==> config.mk <==
export PLATFORM = sky130hd
export DESIGN_NAME = fetch_stage_flat
export DESIGN_NICKNAME = d
export VERILOG_FILES = /design/src/rtl/fetch_pkg.sv /design/src/rtl/fetch_stage_if.sv /design/src/rtl/fetch_skid_buffer.sv /design/src/rtl/fetch_stage.sv /design/src/flat_wrapper.sv
export SDC_FILE = /design/constraint.sdc
export NUM_CORES = 1
export LEC_CHECK = 0
export BUFFER_PORTS_ARGS = -buffer_cell sky130_fd_sc_hd__buf_2
export CORE_ASPECT_RATIO = 0.75
export CORE_MARGIN = 4
export CORE_UTILIZATION = 40
export DETAILED_ROUTE_END_ITERATION = 8
export PLACE_DENSITY = 0.7
export SLEW_MARGIN = 20
export SYNTH_ARGS = -nofsm -noshare
export SYNTH_HDL_FRONTEND = slang
export SYNTH_SLANG_ARGS = --single-unit
==> constraint.sdc <==
create_clock -name clk -period 4.2 [get_ports clk]
set_clock_uncertainty 0.05 [all_clocks]
set_input_delay 0.63 -clock clk [delete_from_list [all_inputs] [get_ports clk]]
set_output_delay 0.63 -clock clk [all_outputs]
set_load 0.01 [all_outputs]
==> src/rtl/fetch_pkg.sv <==
`default_nettype none
// ============================================================================
// Module      : fetch_pkg
// Description : Shared types, state encodings and helpers for the fetch stage.
// Revision    : 1.0 - initial parametrised fetch stage
// ============================================================================
package fetch_pkg;

    localparam int c_DEFAULT_PC_STEP    = 4;
    localparam int c_DEFAULT_ALIGN_BITS = 2;
    localparam int c_MAX_XLEN           = 64;

    // Named states, kept as an enum for waveform readability.
    typedef enum logic [1:0] {
        ST_BOOT  = 2'd0,
        ST_RUN   = 2'd1,
        ST_FAULT = 2'd2
    } fetch_state_e;

    // Encoded constants used by the state register itself.
    localparam logic [1:0] c_ST_BOOT  = ST_BOOT;
    localparam logic [1:0] c_ST_RUN   = ST_RUN;
    localparam logic [1:0] c_ST_FAULT = ST_FAULT;

    // One decoded-slot entry at the default 32-bit widths.
    typedef struct packed {
        logic [31:0] pc;
        logic [31:0] instr;
    } fetch_entry_t;

    // True when any of the low align_bits bits of the target are set.
    function automatic logic is_misaligned(input logic [c_MAX_XLEN-1:0] target,
                                           input int                    align_bits);
        logic r;
        r = 1'b0;
        for (int i = 0; i < c_MAX_XLEN; i++) begin
            if ((i < align_bits) && target[i]) begin
                r = 1'b1;
            end
        end
        return r;
    endfunction

endpackage
`default_nettype wire

==> src/rtl/fetch_stage_if.sv <==
`default_nettype none
// ============================================================================
// Module      : fetch_stage_if
// Description : Instruction-memory and decode-side handshake bundle.
// Revision    : 1.0 - initial parametrised fetch stage
// ============================================================================
interface fetch_stage_if #(
    parameter int XLEN    = 32,
    parameter int INSTR_W = 32
);
    logic               imem_req;
    logic [XLEN-1:0]    imem_addr;
    logic [INSTR_W-1:0] imem_rdata;
    logic               out_valid;
    logic               out_ready;
    logic [XLEN-1:0]    out_pc;
    logic [INSTR_W-1:0] out_instruction;

    // Fetch-stage side.
    modport master (
        output imem_req,
        output imem_addr,
        input  imem_rdata,
        output out_valid,
        input  out_ready,
        output out_pc,
        output out_instruction
    );

    // Memory / decode side.
    modport slave (
        input  imem_req,
        input  imem_addr,
        output imem_rdata,
        input  out_valid,
        output out_ready,
        input  out_pc,
        input  out_instruction
    );
endinterface
`default_nettype wire

==> src/rtl/fetch_skid_buffer.sv <==
`default_nettype none
// ============================================================================
// Module      : fetch_skid_buffer
// Description : Two-entry FIFO with simultaneous push/pop and flush.
// Revision    : 1.0 - initial parametrised fetch stage
// ============================================================================
module fetch_skid_buffer #(
    parameter int WIDTH = 64
) (
    input  wire logic             clk,
    input  wire logic             reset,
    input  wire logic             push,
    input  wire logic [WIDTH-1:0] push_data,
    input  wire logic             pop,
    input  wire logic             flush,
    output logic      [1:0]       count,
    output logic      [WIDTH-1:0] head
);

    logic [WIDTH-1:0] r_mem [0:1];
    logic             r_rd_ptr;
    logic             r_wr_ptr;
    logic [1:0]       r_count;
    logic             w_do_pop;
    logic             w_do_push;

    // A pop needs data; a push needs space, which a same-cycle pop provides.
    assign w_do_pop  = pop && (r_count != 2'd0);
    assign w_do_push = push && ((r_count != 2'd2) || w_do_pop);

    // Pointer and occupancy bookkeeping; flush empties the buffer at once.
    always_ff @(posedge clk) begin
        if (reset || flush) begin
            r_rd_ptr <= 1'b0;
            r_wr_ptr <= 1'b0;
            r_count  <= 2'd0;
        end else begin
            if (w_do_push) begin
                r_wr_ptr <= ~r_wr_ptr;
            end
            if (w_do_pop) begin
                r_rd_ptr <= ~r_rd_ptr;
            end
            case ({w_do_push, w_do_pop})
                2'b10:   r_count <= r_count + 2'd1;
                2'b01:   r_count <= r_count - 2'd1;
                default: r_count <= r_count;
            endcase
        end
    end

    // Payload storage; contents are only meaningful while counted.
    always_ff @(posedge clk) begin
        if (w_do_push && !flush) begin
            r_mem[r_wr_ptr] <= push_data;
        end
    end

    assign count = r_count;
    assign head  = r_mem[r_rd_ptr];

endmodule
`default_nettype wire

==> src/rtl/fetch_stage.sv <==
`default_nettype none
// ============================================================================
// Module      : fetch_stage
// Description : Instruction fetch: PC ownership, 1-cycle synchronous memory
//               requests, 2-entry response buffer, redirect and fault.
//               Optional performance counters under macro FETCH_PERF_EN.
// Revision    : 1.0 - initial parametrised fetch stage
// ============================================================================
module fetch_stage
    import fetch_pkg::*;
#(
    parameter int XLEN       = 32,
    parameter int INSTR_W    = 32,
    parameter int PC_STEP    = c_DEFAULT_PC_STEP,
    parameter int ALIGN_BITS = c_DEFAULT_ALIGN_BITS
) (
    input  wire logic            clk,
    input  wire logic            reset,
    input  wire logic [XLEN-1:0] initial_address,
    input  wire logic            redirect_valid,
    input  wire logic [XLEN-1:0] redirect_target,
    output logic                 fault,
`ifdef FETCH_PERF_EN
    output logic      [31:0]     perf_fetched,
    output logic      [31:0]     perf_stall,
`endif
    fetch_stage_if.master        bus
);

    localparam int c_ENTRY_W = XLEN + INSTR_W;

    logic [1:0]           r_state;
    logic [XLEN-1:0]      r_pc;
    logic [XLEN-1:0]      r_inflight_pc;
    logic                 r_inflight;
    logic                 r_fault;

    logic                 w_run;
    logic                 w_redirect;
    logic                 w_misaligned;
    logic                 w_out_valid;
    logic                 w_pop;
    logic                 w_push;
    logic                 w_issue;
    logic [2:0]           w_occupancy;
    logic [1:0]           w_count;
    logic [c_ENTRY_W-1:0] w_head;
    logic [XLEN-1:0]      w_head_pc;
    logic [INSTR_W-1:0]   w_head_instr;

    assign w_run        = (r_state == c_ST_RUN);
    assign w_redirect   = w_run && redirect_valid;
    assign w_misaligned = is_misaligned(64'(redirect_target), ALIGN_BITS);

    assign w_head_pc    = w_head[c_ENTRY_W-1:INSTR_W];
    assign w_head_instr = w_head[INSTR_W-1:0];

    assign w_out_valid  = w_run && (w_count != 2'd0);
    assign w_pop        = w_out_valid && bus.out_ready;

    // Entries held plus the one in flight, minus the one leaving this cycle;
    // keeping this below two guarantees the buffer never overflows.
    assign w_occupancy  = 3'(w_count) + 3'(r_inflight) - 3'(w_pop);
    assign w_issue      = w_run && !redirect_valid && (w_occupancy < 3'd2);

    // A redirect drops the response arriving this cycle.
    assign w_push       = r_inflight && !w_redirect;

    fetch_skid_buffer #(
        .WIDTH (c_ENTRY_W)
    ) u_buffer (
        .clk       (clk),
        .reset     (reset),
        .push      (w_push),
        .push_data ({r_inflight_pc, bus.imem_rdata}),
        .pop       (w_pop),
        .flush     (w_redirect),
        .count     (w_count),
        .head      (w_head)
    );

    // Control FSM: one idle boot cycle, then run until a misaligned redirect.
    always_ff @(posedge clk) begin
        if (reset) begin
            r_state <= c_ST_BOOT;
            r_fault <= 1'b0;
        end else begin
            case (r_state)
                c_ST_BOOT: r_state <= c_ST_RUN;
                c_ST_RUN: begin
                    if (w_redirect && w_misaligned) begin
                        r_state <= c_ST_FAULT;
                        r_fault <= 1'b1;
                    end
                end
                c_ST_FAULT: r_state <= c_ST_FAULT;
                default:    r_state <= c_ST_BOOT;
            endcase
        end
    end

    // Program counter: aligned redirect beats sequential advance.
    always_ff @(posedge clk) begin
        if (reset) begin
            r_pc <= initial_address;
        end else if (w_redirect && !w_misaligned) begin
            r_pc <= redirect_target;
        end else if (w_issue) begin
            r_pc <= r_pc + XLEN'(PC_STEP);
        end
    end

    // Track the outstanding request so its response is tagged with its PC.
    always_ff @(posedge clk) begin
        if (reset) begin
            r_inflight    <= 1'b0;
            r_inflight_pc <= '0;
        end else begin
            r_inflight <= w_issue;
            if (w_issue) begin
                r_inflight_pc <= r_pc;
            end
        end
    end

`ifdef FETCH_PERF_EN
    logic [31:0] r_perf_fetched;
    logic [31:0] r_perf_stall;

    // Consumed-instruction and back-pressure cycle counters, wrapping freely.
    always_ff @(posedge clk) begin
        if (reset) begin
            r_perf_fetched <= '0;
            r_perf_stall   <= '0;
        end else begin
            if (w_pop) begin
                r_perf_fetched <= r_perf_fetched + 32'd1;
            end
            if (w_out_valid && !bus.out_ready) begin
                r_perf_stall <= r_perf_stall + 32'd1;
            end
        end
    end

    assign perf_fetched = r_perf_fetched;
    assign perf_stall   = r_perf_stall;
`endif

    assign bus.imem_req        = w_issue;
    assign bus.imem_addr       = r_pc;
    assign bus.out_valid       = w_out_valid;
    assign bus.out_pc          = w_out_valid ? w_head_pc : '0;
    assign bus.out_instruction = w_out_valid ? w_head_instr : '0;
    assign fault               = r_fault;

endmodule
`default_nettype wire

==> src/flat_wrapper.sv <==
// flat-port wrapper written by rule: the top's interface ports become plain ports
module fetch_stage_flat import fetch_pkg::*;
#(
    parameter int XLEN       = 32,
    parameter int INSTR_W    = 32,
    parameter int PC_STEP    = c_DEFAULT_PC_STEP,
    parameter int ALIGN_BITS = c_DEFAULT_ALIGN_BITS
)
  (clk, reset, initial_address, redirect_valid, redirect_target, fault, bus_imem_req, bus_imem_addr, bus_imem_rdata, bus_out_valid, bus_out_ready, bus_out_pc, bus_out_instruction);
  fetch_stage_if #(.XLEN(XLEN), .INSTR_W(INSTR_W)) bus_i ();
  input  wire logic clk;
  input  wire logic reset;
  input  wire logic [XLEN-1:0] initial_address;
  input  wire logic redirect_valid;
  input  wire logic [XLEN-1:0] redirect_target;
  output logic fault;
  output wire logic [$bits(bus_i.imem_req)-1:0] bus_imem_req;
  output wire logic [$bits(bus_i.imem_addr)-1:0] bus_imem_addr;
  input wire logic [$bits(bus_i.imem_rdata)-1:0] bus_imem_rdata;
  output wire logic [$bits(bus_i.out_valid)-1:0] bus_out_valid;
  input wire logic [$bits(bus_i.out_ready)-1:0] bus_out_ready;
  output wire logic [$bits(bus_i.out_pc)-1:0] bus_out_pc;
  output wire logic [$bits(bus_i.out_instruction)-1:0] bus_out_instruction;
  assign bus_imem_req = bus_i.imem_req;
  assign bus_imem_addr = bus_i.imem_addr;
  assign bus_i.imem_rdata = bus_imem_rdata;
  assign bus_out_valid = bus_i.out_valid;
  assign bus_i.out_ready = bus_out_ready;
  assign bus_out_pc = bus_i.out_pc;
  assign bus_out_instruction = bus_i.out_instruction;
  fetch_stage #(.XLEN(XLEN), .INSTR_W(INSTR_W), .PC_STEP(PC_STEP), .ALIGN_BITS(ALIGN_BITS)) u_core (.clk(clk), .reset(reset), .initial_address(initial_address), .redirect_valid(redirect_valid), .redirect_target(redirect_target), .fault(fault), .bus(bus_i));
endmodule
==> results.ini <==
[route]
wl_per_cell_um=17.5
postRouteWirelength_um=21100
dr.pass1.iters=5
ant_nets=0
drc_errors=0
vias=5974
vias_per_cell=4.95
drt_iter0_drc=467

[pwr]
leakage_nw=4.03
power.density_nw_per_um2=496
p_total_w=0.00528
vdd_drop_max_uv=230

[yosys]
ys.flop_type=edfxtp_1
synth_area_leaders=edfxtp_1 56%, dfxtp_1 9.5%, mux2i_1 8.6%
yosys.area.top_type_share_pct=55.9
synthArstFlopShare_pct=0
synth_area_per_cell_um2=12.1
syn-cell-area_um2=8600
synth_area_leader_cell=edfxtp_1
ys_warn_count=0
synth-edff-count=160
synth-seq-area-share_pct=65.4
synthDistinctLibCells=45
syn-num-nets=816
synth_cells=711
ys_ff_latch=201

[clocking]
htree_levels=1
tritoncts=done
cts_buffer_depth=3
post_cts_resize_count=0
numCtsBuffers=22
cts_sinks=201
holdBufCountCts=0
clockRootBuffer=clkbuf_16
clk_latency_ns=0.50
cts.clk_slew.worst_paths_ns=0.06
cts_setup_buffers=0

[floorplan]
pin_count=199
core_area_um2=21100
dieArea_um2=23900
start_util_pct=40.7
rows=46
die_w_um=177
die_h_um=135

[outcome]
status=finished, final reports clean

[finish]
nets=1008
multi_input_comb_area_um2=2790
area_delta_synth_final_pct=23.7
fillerInstances=1885
area.sequential_um2=5630
drive_gt1_share_pct=28.1
antenna_cells=0

[grt]
grtUsageMet1_pct=26.1
grt_pass1_wl_um=32600
grt_pass1_vias=5784
grt_overflow=0
grt.busiest_layer=met1
grt_max_degree=109
track_usage_pct=17.2
antenna_found_initial=0
globalRouteMet3Util_pct=4.11
grt.met2_usage_pct=25.3

[placement]
gp_congestion=0.806
post-place-ws_ns=0.831
io_buffers=198
place.detailed.hpwl_um=13700

[timing]
setup_violations=0
min_period_ns=3.89
hold-worst-slack_ns=0.277
worst_pin_slew_ns=1.05
drv_slew=0
hold_viol=0
max_freq_ghz=0.257
max_slew_margin_pct=29.8
tns_ns=0
fin_crit_sh_pct=92.6
rsz0062_at_grt=false
layout_setup_ws_ns=0.309

[run]
drv_cap=0

[min_path]
hold_path.class=in -> reg

[worst_setup_path]
path_class=reg -> out
path_max_fanout=9
arrival_ns=3.21
end_kind=output pin
required_ns=3.52
critPathLaunchType=flop

## critical path, stage by stage, from the launching register on
cell      delay [ns]
dfxtp_1         0.31
inv_1           0.08
ha_1            0.39
o211ai_1        0.31
inv_1           0.12
ha_1            0.22
nand2b_1        0.15
fa_1            0.39
xnor2_1         0.14
nand3_1         0.08
or2_2           0.31
inv_1           0.07
buf_2           0.13
## Yosys cell counts, types with 2 or more instances
| cell type | instances |
|---|---|
| and3_1 | 5 |
| nand4_1 | 8 |
| nand4b_1 | 3 |
| nor3_1 | 9 |
| inv_1 | 14 |
| ha_1 | 4 |
| a221oi_1 | 4 |
| nor3b_1 | 6 |
| or2_2 | 3 |
| a211oi_1 | 2 |
| nor4_4 | 2 |
| buf_2 | 7 |
| or4_1 | 3 |
| o221ai_1 | 8 |
| dfxtp_1 | 41 |
| nand2_1 | 109 |
| xor2_1 | 14 |
| a21oi_1 | 44 |
| mux2i_1 | 74 |
| o21ai_0 | 12 |
| clkbuf_1 | 26 |
| xnor2_1 | 13 |
| edfxtp_1 | 160 |
| nand2b_1 | 2 |
| nor4_1 | 4 |
| nand3_1 | 18 |
| and2_1 | 5 |
| nor2_1 | 88 |
| buf_1 | 6 |
| and4_1 | 2 |
## cells by family after synthesis
kind of cell	count (synthesis)	share of synthesized area [%]
adder cells (fa/ha/maj)	5	0.815
flip-flops	201	65.4
multiplexers	75	8.74
buffers and inverters	55	2.52
XOR/XNOR	27	2.75
AO/OA/AOI/OAI	75	5.09
AND/OR/NAND/NOR	273	14.7
## where the power goes
part	leakage, nW	internal (W)	switching (W)
logic	1.84	0.000284	0.000460
clock network	0.366	0.00118	0.000766
registers	1.82	0.00239	0.000192
total	4.03	0.00386	0.00142
## stage by stage
stage	std cells	util (%)	instance area (µm²)
CTS	1207	50.4	10600
global placement	1167	46.9	9900
global route	1207	50.4	10600
detailed placement	1167	46.9	9900
finish	1207	50.4	10600
floorplan	711	-	8600
## flip-flops by register name, indices dropped and copies added (netlist names), named ones only
name / flops
u_core.u_buffer.r_mem: 128
u_core.bus.imem_addr: 32
u_core.r_inflight_pc: 32
u_core.r_state: 2
u_core.u_buffer.count: 2
u_core.fault: 1
u_core.r_inflight: 1
u_core.u_buffer.r_rd_ptr: 1
u_core.u_buffer.r_wr_ptr: 1
## cell usage in the layout (no fill, tap or decap), drive strengths merged, types with 4 or more instances in the layout
master and count:
nor2 88, and2 5, edfxtp 160, clkbuf 24
nor3 10, inv 15, mux2i 74, xnor2 13
a21oi 44, o221ai 8, clkinv 13, nand4 9
buf 208, o21ai 12, nand2 109, ha 4
nor3b 6, nand3 19, a221oi 4, and3 5
xor2 14, dfxtp 41, nor4 7
## metal layers
layer	up-vias	part of all wire, %
met4	0	1.4
li1	2935	-
met1	2794	48
met3	25	8.6
met5	-	0
met2	220	42
## area by class of cell
| cell class | count | area share, % |
|---|---|---|
| Inverter | 15 | 0.529 |
| Multi-Input combinational cell | 455 | 26.2 |
| Clock inverter | 16 | 1.48 |
| Clock buffer | 24 | 5.44 |
| Tap cell | 288 | 3.39 |
| Sequential cell | 201 | 52.9 |
| Timing Repair Buffer | 208 | 10.0 |
## worst paths after layout
| check | startpoint | endpoint | slack [ns] | cells after the start |
|---|---|---|---|---|
| setup reg to reg | u_core.r_state[1] | u_core.bus.imem_addr[20] | 0.83 | 12 |
| setup / recovery | u_core.r_state[1] | bus_imem_req | 0.31 | 12 |
| hold reg to reg | u_core.r_inflight_pc[27] | u_core.u_buffer.r_mem[1][59] | 0.40 | 0 |
| hold / removal | bus_imem_rdata[3] | u_core.u_buffer.r_mem[0][3] | 0.28 | 1 |
No activity file was read; power rests on OpenSTA's default activity.
